**config.mk**
```make
export PLATFORM = sky130hd
export DESIGN_NAME = tone_generator
export DESIGN_NICKNAME = d
export VERILOG_FILES = /design/src/rtl/tone_generator.sv
export SDC_FILE = /design/constraint.sdc
export NUM_CORES = 1
export LEC_CHECK = 0
export ABC_AREA = 1
export BUFFER_PORTS_ARGS = -buffer_cell sky130_fd_sc_hd__clkbuf_2
export CORE_ASPECT_RATIO = 1.4
export CORE_MARGIN = 3
export CORE_UTILIZATION = 40
export DETAILED_ROUTE_END_ITERATION = 8
export HOLD_SLACK_MARGIN = 0.06
export PLACE_DENSITY = 0.55
export SETUP_SLACK_MARGIN = 0.4
export SYNTH_ARGS = -nofsm -noshare
export SYNTH_HDL_FRONTEND = slang
export SYNTH_SLANG_ARGS = --single-unit
```
**constraint.sdc**
```tcl
create_clock -name clock -period 5.3 [get_ports clock]
set_clock_uncertainty 0.05 [all_clocks]
set_input_delay 0.265 -clock clock [delete_from_list [all_inputs] [get_ports clock]]
set_output_delay 0.265 -clock clock [all_outputs]
set_load 0.005 [all_outputs]
```
**src/rtl/tone_generator.sv**
```systemverilog
// Square-wave tone oscillator with a linear attack/sustain/release envelope, one signed sample per sample_tick.
// Optional octave shift of the latched period is enabled by defining TONE_OCTAVE_EN.
module tone_generator #(
   parameter int               AMP_W        = 24,
   parameter logic [AMP_W-1:0] AMP_MAX      = 24'd4194304,
   parameter logic [AMP_W-1:0] ATTACK_STEP  = 24'd4096,
   parameter logic [AMP_W-1:0] RELEASE_STEP = 24'd2048
) (
   input  logic             clock,
   input  logic             resetn,
   input  logic [31:0]      half_period,
   input  logic             note_on,
`ifdef TONE_OCTAVE_EN
   input  logic [1:0]       octave_sel,
`endif
   input  logic             sample_tick,
   output logic [AMP_W-1:0] sample,
   output logic             sample_valid,
   output logic [1:0]       env_state
);

   typedef enum logic [1:0] {
      IDLE    = 2'd0,
      ATTACK  = 2'd1,
      SUSTAIN = 2'd2,
      RELEASE = 2'd3
   } env_state_t;

   env_state_t       state_q, state_d;
   logic [31:0]      counter_q, counter_d;
   logic [31:0]      active_period_q, active_period_d;
   logic             polarity_q, polarity_d;
   logic [AMP_W-1:0] amp_q, amp_d;
   logic [AMP_W-1:0] sample_q, sample_d;
   logic             sample_valid_q, sample_valid_d;

   logic [31:0]      period_src;
   logic [AMP_W:0]   amp_up;
   logic [AMP_W-1:0] amp_sat;
   logic [AMP_W-1:0] amp_rel;

`ifdef TONE_OCTAVE_EN
   logic [31:0] period_shifted;

   // A nonzero request must never collapse to the "no note" value after shifting.
   always_comb begin
      period_shifted = half_period >> octave_sel;
      period_src     = period_shifted;
      if (half_period != '0 && period_shifted == '0) begin
         period_src = 32'd1;
      end
   end
`else
   assign period_src = half_period;
`endif

   // Oscillator: the >= compare also wraps cleanly when the period shrinks below the count.
   always_comb begin
      // NOTE: every comb output gets a default first so no path leaves it unassigned (no latch).
      counter_d       = counter_q;
      polarity_d      = polarity_q;
      active_period_d = active_period_q;
      if (active_period_q == '0) begin
         active_period_d = period_src;
      end else if (counter_q >= active_period_q - 32'd1) begin
         counter_d       = '0;
         polarity_d      = ~polarity_q;
         active_period_d = period_src;
      end else begin
         counter_d = counter_q + 32'd1;
      end
   end

   // Saturating envelope arithmetic; the extra bit on the add prevents wrap-around.
   always_comb begin
      amp_up  = {1'b0, amp_q} + {1'b0, ATTACK_STEP};
      amp_sat = (amp_up >= {1'b0, AMP_MAX}) ? AMP_MAX : amp_up[AMP_W-1:0];
      amp_rel = (amp_q > RELEASE_STEP) ? (amp_q - RELEASE_STEP) : '0;
   end

   always_comb begin
      state_d = state_q;
      if (sample_tick) begin
         unique case (state_q)
            IDLE:    if (note_on) state_d = ATTACK;
            ATTACK:  if (!note_on) state_d = RELEASE;
                     else if (amp_sat == AMP_MAX) state_d = SUSTAIN;
            SUSTAIN: if (!note_on) state_d = RELEASE;
            RELEASE: if (note_on) state_d = ATTACK;
                     else if (amp_rel == '0) state_d = IDLE;
            default: state_d = IDLE;
         endcase
      end
   end

   // Sample is built from the pre-update amp and pre-toggle polarity.
   always_comb begin
      amp_d          = amp_q;
      sample_d       = sample_q;
      sample_valid_d = sample_tick;
      if (sample_tick) begin
         unique case (state_q)
            IDLE:    amp_d = '0;
            ATTACK:  if (note_on) amp_d = amp_sat;
            SUSTAIN: amp_d = amp_q;
            RELEASE: if (!note_on) amp_d = amp_rel;
            default: amp_d = '0;
         endcase
         if (active_period_q == '0) begin
            sample_d = '0;
         end else begin
            sample_d = polarity_q ? amp_q : (~amp_q + 1'b1);
         end
      end
   end

   always_ff @(posedge clock or posedge resetn) begin
      if (resetn) begin
         state_q         <= IDLE;
         counter_q       <= '0;
         active_period_q <= '0;
         polarity_q      <= 1'b0;
         amp_q           <= '0;
         sample_q        <= '0;
         sample_valid_q  <= 1'b0;
      end else begin
         // NOTE: sequential state uses non-blocking assignments so all registers update from pre-edge values.
         state_q         <= state_d;
         counter_q       <= counter_d;
         active_period_q <= active_period_d;
         polarity_q      <= polarity_d;
         amp_q           <= amp_d;
         sample_q        <= sample_d;
         sample_valid_q  <= sample_valid_d;
      end
   end

   assign sample       = sample_q;
   assign sample_valid = sample_valid_q;
   assign env_state    = state_q;

endmodule

```
======== After elaboration in Yosys (flattened, before gate mapping) ========
Index checks and enable logic that the tools add are counted.
word-level totals
  register bits after elaboration ......... 116
  latch bits .............................. 0
  bits in writable memories ............... 0
  ROM bits ................................ 0
  output and inout port bits .............. 27
  logic and storage cells ................. 53
  memories kept ........................... 0
cells by class
  add/subtract/negate cells ............... 5
  $mul .................................... 0
  div/mod/pow operators ................... 0
  magnitude comparators ................... 3
  equality and inequality tests ........... 10
  shift operators ......................... 0
  multiplexer cells ....................... 17
  bitwise gates (word level) .............. 4
  reduce and logical (&&, ||, !) cells .... 7
operator list
  operator                                                          number
  two-way mux 24 bit                                                6
  two-way mux 32 bit                                                3
  one-hot mux 24 bit (3 select lines)                               1
  adder 32 x 1 -> 32 bit (second input constant)                    1
  >= comparator 32 bit                                              1
  logical NOT 32 bit                                                1
  subtractor 32 x 1 -> 32 bit (second input constant)               1
  adder 24 x 13 -> 25 bit (second input constant)                   1
  >= comparator 25 x 23 -> 1 bit (second input constant)            1
  adder 24 x 1 -> 24 bit (second input constant)                    1
  equality test 24 x 23 -> 1 bit (second input constant)            1
  greater-than comparator 24 x 12 -> 1 bit (second input constant)  1
  logical NOT 24 bit                                                1
  NOT 24 bit                                                        1
  subtractor 24 x 12 -> 24 bit (second input constant)              1
  two-way mux 2 bit                                                 6
  != test 2 bit (second input constant)                             4
  one-hot mux 2 bit (4 select lines)                                1
  != test 3 bit (second input constant)                             2
  AND reduction 5 bit                                               1
  equality test 2 bit (second input constant)                       2
  AND reduction 4 bit                                               1
  NOT 1 bit                                                         3
  equality test 2 x 1 -> 1 bit (second input constant)              1
  3 further kinds                                                   3

======== Depth between registers and ports, before layout ========
Gate-level depths: netlist (run 1).
  word-level depth ........................ 7
  depth in mapped cells ................... 21

======== Least setup slack after synthesis (run 1) ========
OpenSTA, ideal clock, no wires.
  path kind ............................... register to register
  start point ............................. register active_period_q[0]
  end point ............................... register counter_q[3]
  library setup time ...................... 0.134 ns
  data arrival time ....................... 2.987 ns
  slack ................................... 2.129 ns
  stages on the path, launching flop included .. 22
  buffers on the path ..................... 1
  clock period less this slack ............ 3.171 ns
  cells stage by stage .................... dfrtp_1 -> inv_1 -> ha_1 -> nand2_2 -> nor2_4 -> nand4_2 -> nand3b_4 -> nor2_2 -> nand2_1 -> nor2_1 -> xor2_1 -> ha_1 -> nand2_1 -> nor2_1 -> nand2_1 -> nor2_1 -> nand4_1 -> nand3_1 -> nand2_4 -> inv_2 -> buf_6 -> nor3_2
between the ends
  cells in the longest elaborated chain, start to end .. 3
  elaborated cells on any way between the ends .. 4
  classes of those cells .................. add/sub (1); order compare (1); mux (1); reduce/logical (1)
ends and longest elaborated chain
  item                         RTL line  RTL
  start: declaration           31        logic [31:0] active_period_q, active_period_d;
  start signal: assignment     130       active_period_q <= active_period_d;
  subtractor 32 x 1 -> 32 bit  65        end else if (counter_q >= active_period_q - 32'd1) begin
  >= comparator 32 bit         65
  two-way mux 32 bit           65
  end signal: assignment       129       counter_q <= counter_d;
  end: declaration             30        logic [31:0] counter_q, counter_d;
Several ways; a longest one is shown, not always the timed one.
A chain may end at the register's enable or synchronous reset.

======== Worst setup path in the final report (run 1) ========
  start point ............................. register active_period_q[2]
  end point ............................... register active_period_q[8]
between the ends
  cells in the longest elaborated chain, start to end .. 3
  elaborated cells on any way between the ends .. 5
  classes of those cells .................. add/sub (1); order compare (1); mux (1); reduce/logical (2)
ends and longest elaborated chain
  item                                 RTL line
  subtractor 32 x 1 -> 32 bit          65
  >= comparator 32 bit                 65
  nonzero test 2 bit (no source line)  n/a
Several ways; a longest one is shown, not always the timed one.

==> run_results.csv, run 1 <==
group,metric,value,unit
run_status,run_status,"complete, no violations",
logic_synthesis,yosys-top-cells-area,"dfrtp_1 (37%), nand2_1 (14%), ha_1 (7.4%), nor2_1 (6.3%), xor2_1 (6.1%)",
die,start_util,40.9,%
clock_tree,htreeDepth,4,
logic_synthesis,synth_nets,1157,
logic_synthesis,ys_ff_latch,116,
place,hpwl,17.5,mm
critical_path,r2r-start,"active_period_q[2]",
grt,grt_pass1_vias,7554,
timing,fin_ws,1.22,ns
clock_tree,cts_resized,0,
power,vdd_drop_max,234,uV
timing,rsz0062_at_grt,"no",
timing,fmax,0.245,GHz
finish,syn_to_final_growth,17.9,%
finish,stdcell_area,0.00935,mm^2
power,p_leak,4.62,nW
clock_tree,post_cts_buffers,0,
critical_path,required,5.55,ns
logic_synthesis,yosysTopAreaCell,"dfrtp_1",
clock_tree,cts_tree,"built",
routing,wl_per_cell,16.1,um
die,chipWidth,125,um
die,rows,60,
place,place_ws,1.15,ns
power,finalPower,3.13,mW
place,placed_area,0.00843,mm^2
logic_synthesis,async_reset_ff_share,100,%
routing,first_pass_iters,4,
clock_tree,cts_inserted_buffers,17,
critical_path,ff2ff_path_depth,19,
critical_path,worst_ep_arrival_time,4.33,ns
grt,gr-total-overflow,0,
logic_synthesis,ys_warn_count,0,
critical_path,crit_type,"flop to flop",
hold_path,min_from,"half_period[9]",
finish,final_common_cell,"nand2_1",
critical_path,start_kind,"flop",
logic_synthesis,yosysSeqAreaShare,36.6,%
timing,tightest_slew,0.942,ns
timing,fin_crit_sh,77.0,%
logic_synthesis,synth_ff_type,"dfrtp_1",
logic_synthesis,netlist_instances,1074,
critical_path,worstPathMaxFanout,55,
die,boundaryPins,63,
timing,timing.setup.tns,0,ns
routing,drc,0,
die,core_area,0.0194,mm^2
timing,finalSetupViolCount,0,
logic_synthesis,synth_edf_count,0,
grt,antenna_found_initial,0,
logic_synthesis,netlist-cell-type-count,52,
finish,antenna_cells,0,
grt,grt_max_degree,76,
timing,slew_headroom,37.2,%
hold_path,holdPathStages,3,
clock_tree,clk_pin_slew,0.06,ns
power,p_per_area,334,mW/mm^2
routing,ant_nets,0,
routing,avgViaCountPerCell,5.09,
timing,slew_viol_final,0,
finish,layout-drive-gt1-share,12.1,%
clock_tree,cts_sinks,116,
routing,wl,22.9,mm
finish,fill_cells,2005,
logic_synthesis,synth_top_area_share,36.6,%
run,maxCapViolCount,0,
die,die_area,0.0216,mm^2
clock_tree,clock_path_buffers,2,
finish,mostFrequentLayoutCells,"nand2_1 (291), nor2_1 (132), dfrtp_1 (116)",
grt,grt_pass1_wl,38.1,mm
routing,dr.first_iter.drc_count,360,
clock_tree,cts_root_buf,"clkbuf_16",
critical_path,end_kind,"flop",
critical_path,startpoint,"active_period_q[2]",
hold_path,hp-class,"input pin to flop",
logic_synthesis,avgSynthCellArea,7.38,um^2
logic_synthesis,syn_area,0.00793,mm^2
clock_tree,ctsHoldBuffers,32,
place,portBuffers,62,
die,die_y,173,um
critical_path,r2r_slack,1.22,ns
timing,hold_viol_final,0,
timing,fin_crit,4.08,ns
grt,grt_usage,22.0,%
clock_tree,clkLatencyLatePin,0.43,ns
timing,hold_slack,0.0616,ns
place,place.gp.congestion,0.919,
routing,vias,7262,
finish,nets,1248,
[state kept, by name (all words and copies together), names as in the netlist]
| signal | flops |
|---|---|
| amp_q | 24 |
| sample | 24 |
| polarity_q | 1 |
| sample_valid | 1 |
| active_period_q | 32 |
| counter_q | 32 |
| env_state | 2 |
[report_power, final]
group          internal [mW]  switching [mW]
Clock                  0.704           0.473
Combinational          0.291           0.566
Sequential             0.975           0.119
Total                   1.97            1.16
[Yosys cell counts, drive strengths merged (5+ instances only)]
cell / instances
nand2: 293
nor2: 144
inv: 119
dfrtp: 116
o21ai: 72
nand3: 60
xor2: 55
ha: 47
nor3: 34
a21oi: 31
buf: 20
nand4: 17
nor4: 12
xnor2: 10
o211ai: 6
clkbuf: 5
[critical path, stage by stage, from the launching register on]
cell     delay (ns)
dfrtp_1        0.43
nor2_1         0.11
nand2_1        0.09
nor3_2         0.17
nand2_1        0.12
inv_1          0.14
nand3_1        0.22
nor3_1         0.30
nand3_1        0.13
xor2_1         0.17
ha_1           0.29
nand2_1        0.06
nor2_1         0.12
nand2_1        0.12
nor2_1         0.17
nand4_1        0.24
nand4_4        0.56
inv_2          0.27
nand2_1        0.12
nand2_1        0.05
[metrics by stage]
step	utilization [%]	cells
finish	48.3	1426
floorplan	-	1074
detailed placement	43.5	1362
CTS	48.3	1426
global route	48.3	1426
global placement	43.5	1362
[path summary, 6_finish.rpt]
kind                                 endpoint
max in group asynchronous       counter_q[24]
hold / removal             active_period_q[9]
setup reg to reg           active_period_q[8]
min in group asynchronous            amp_q[4]
hold reg to reg                      amp_q[2]
setup / recovery           active_period_q[8]
[per-layer routing]
metal / track usage [%] / routed length [um] / share of wire (%)
met5: 0 / 0 / 0
met1: 23.2 / 8780 / 38
met4: 11.6 / 1120 / 4.9
met2: 41.1 / 12300 / 54
met3: 3.74 / 677 / 3.0
[layout make-up]
| cell class | count | area (um^2) | area share, % |
|---|---|---|---|
| Multi-Input combinational cell | 813 | 4430 | 47.4 |
| Clock buffer | 17 | 425 | 4.55 |
| Tap cell | 248 | 310 | 3.32 |
| Timing Repair Buffer | 97 | 653 | 6.99 |
| Inverter | 120 | 453 | 4.84 |
| Clock inverter | 15 | 170 | 1.82 |
| Sequential cell | 116 | 2900 | 31.0 |
[cell families (layout without fill, tap and decap cells)]
group / count (synthesis) / in the layout / share of synthesized area, %
AOI/OAI and AO/OA: 133 / 133 / 9.53
buffers and inverters: 145 / 249 / 7.43
xor gates and xnor gates: 65 / 65 / 7.18
DFF: 116 / 116 / 36.6
and+or+nand+nor: 568 / 568 / 31.8
adders and majority gates: 47 / 47 / 7.42
Power figures use the tool's default switching activity.
==> run 2, diff against run 1 <==
--- a/config.mk
+++ b/config.mk
@@ -12,7 +12,7 @@
 export CORE_UTILIZATION = 40
 export DETAILED_ROUTE_END_ITERATION = 8
 export HOLD_SLACK_MARGIN = 0.06
-export PLACE_DENSITY = 0.55
+export PLACE_DENSITY = 0.57
 export SETUP_SLACK_MARGIN = 0.4
 export SYNTH_ARGS = -nofsm -noshare
 export SYNTH_HDL_FRONTEND = slang
==> constraint.sdc (replaced) <==
create_clock -name clock -period 3.35 [get_ports clock]
set_clock_uncertainty 0.05 [all_clocks]
set_input_delay 0.1675 -clock clock [delete_from_list [all_inputs] [get_ports clock]]
set_output_delay 0.1675 -clock clock [all_outputs]
set_load 0.005 [all_outputs]
==> run 2 against run 1 <==
  * Non-clock buffer count is 56 higher
  * Clock power up 62%
  * Wire length rose by 7.3%
  * Sequential power grew 59%
  * Combinational power increased by 60%
  * Fmax grew 23%
  * Total power rose by 60%
  * Die area unchanged
  * Via count is 6.4% higher
  * Sequential share of layout area fell by 2.9 points
  * Critical endpoint is now active_period_q[17]
  * Utilization up 5.1 points
  * Critical path depth is the same
  * Highest routed layer unchanged
==> run_results.csv, run 2 (synthesis results as in run 1) <==
group,metric,value,unit
run_status,run_status,"complete, no violations",
finish,reg_top3,"active_period_q: 32 flops, counter_q: 32 flops",
clock_tree,cts_tree,"built",
place,place.gp.congestion,0.955,
grt,grt_pass1_wl,38.6,mm
critical_path,r2r_slack,0.04,ns
routing,avgViaCountPerCell,5.21,
hold_path,hp-class,"input pin to flop",
place,portBuffers,62,
timing,fin_crit,3.31,ns
power,p_leak,5.18,nW
critical_path,end_kind,"flop",
finish,nets,1306,
hold_path,holdPathStages,6,
clock_tree,cts_sinks,116,
grt,grt_usage,22.3,%
clock_tree,clock_path_buffers,2,
place,dp_cells,1383,
clock_tree,cts_root_buf,"clkbuf_16",
grt,grt_max_degree,41,
finish,final_common_cell,"nand2_1",
critical_path,worstPathMaxFanout,12,
routing,wl_per_cell,16.6,um
die,die_area,0.0216,mm^2
timing,fin_crit_sh,98.9,%
finish,antenna_cells,0,
hold_path,min_to,"env_state[1]",
routing,ant_nets,0,
die,boundaryPins,63,
timing,hold_viol_final,0,
grt,grt_pass1_vias,7656,
critical_path,worst_ep_arrival_time,3.60,ns
place,place_ws,-0.214,ns
timing,fin_ws,0.0363,ns
finish,utilization,53.3,%
power,p_per_area,484,mW/mm^2
clock_tree,clk_pin_slew,0.07,ns
clock_tree,cts_inserted_buffers,17,
timing,timing.setup.tns,0,ns
timing,finalSetupViolCount,0,
finish,layout-drive-gt1-share,22.1,%
finish,final_cells,1484,
routing,vias,7729,
routing,dr.first_iter.drc_count,432,
run,maxCapViolCount,0,
routing,drc,0,
routing,wl,24.6,mm
power,vdd_drop_max,343,uV
grt,antenna_found_initial,0,
clock_tree,htreeDepth,4,
timing,slew_headroom,34.2,%
timing,rsz0062_at_grt,"yes",
die,start_util,40.9,%
critical_path,startpoint,"active_period_q[9]",
critical_path,required,3.63,ns
timing,tightest_slew,0.986,ns
power,finalPower,5.00,mW
die,core_area,0.0194,mm^2
critical_path,crit_type,"flop to flop",
routing,first_pass_iters,7,
die,die_y,173,um
finish,fill_cells,1875,
critical_path,ff2ff_path_depth,19,
timing,slew_viol_final,0,
critical_path,r2r-start,"active_period_q[9]",
timing,fmax,0.302,GHz
finish,syn_to_final_growth,30.3,%
critical_path,r2r-end,"active_period_q[17]",
clock_tree,clkLatencyLatePin,0.42,ns
hold_path,min_from,"note_on",
finish,mostFrequentLayoutCells,"nand2_1 (268), nor2_1 (113), dfrtp_1 (109)",
grt,gr-total-overflow,0,
place,hpwl,17.8,mm
critical_path,start_kind,"flop",
die,chipWidth,125,um
die,rows,60,
## run 2: cell types whose count changed in the layout (fill, tap and decap cells not counted), moves of 9 or more
| cell | change |
|---|---|
| nor2_1 | -19 |
| buf_4 | +39 |
| o21ai_0 | -15 |
| nand2_2 | +14 |
| o21ai_2 | +9 |
| nand2_1 | -23 |
| nor2_2 | +15 |
## run 2: worst max-delay path by stage
stage / cells after the start / slack (ns) / endpoint
2_1_floorplan: 20 / 0.40 / counter_q[3]
3_3_place_gp: 19 / -0.15 / counter_q[26]
3_5_place_dp: 19 / -0.21 / counter_q[26]
4_1_cts: 20 / 0.08 / counter_q[1]
5_1_grt: 19 / -0.17 / active_period_q[22]
6_report: 19 / 0.04 / active_period_q[17]
## run 2: timing repair
item,in CTS,in global routing
endpoints found under the setup margin,65,65
gates cloned,2,4
buffers inserted,20,9
hold buffers,34,0
gates resized for setup,23,87
endpoints found under the hold margin,73,0
pin swaps,2,15
## run 2: layout make-up
class | instances | area [um^2] | area share, %
Timing Repair inverter | 2 | 17.5 | 0.170
Clock inverter | 15 | 184 | 1.78
Tap cell | 248 | 310 | 3.00
Timing Repair Buffer | 153 | 1230 | 11.9
Inverter | 120 | 472 | 4.57
Clock buffer | 17 | 425 | 4.12
Sequential cell | 116 | 2910 | 28.2
Multi-Input combinational cell | 813 | 4780 | 46.3
## run 2: power by group
part           switching [mW]  leakage, nW  total, mW  internal [mW]
registers               0.186         1.39       1.73           1.54
clock network           0.776        0.301       1.91           1.13
logic                   0.898         3.48       1.37          0.468
total                    1.86         5.18       5.00           3.14
## run 2: through the flow
step | instance area, um^2 | hold WS, ns
after floorplan | 8010 | 0.149
after global placement | 8720 | 0.297
after detailed placement | 8720 | 0.302
after CTS | 9910 | 0.152
final | 10300 | 0.160
after global routing | 10300 | 0.211
## run 2: critical path, stage by stage (launching register included)
cell and delay [ns]:
dfrtp_2 0.46, nor2_2 0.13, nand2_1 0.10, nor4_4 0.30, nand3_4 0.18, nor3_4 0.19, nand3_2 0.09, xor2_1 0.16
ha_1 0.33, nand2_1 0.11, nor2_4 0.11, nand2_2 0.09, nor2_4 0.14, nand4_1 0.11, buf_6 0.15, nand4_4 0.12
buf_12 0.15, buf_8 0.13, nand2_1 0.06, o21ai_0 0.07
## run 2: routing by layer
metal  GRT usage [%]  vias up  routed length (um)
met4            9.67        0                 964
met1            24.0     3689                9270
met2            42.8      196               13700
met5               0        -                   0
met3            3.03       52                 671
li1                -     3792                   -
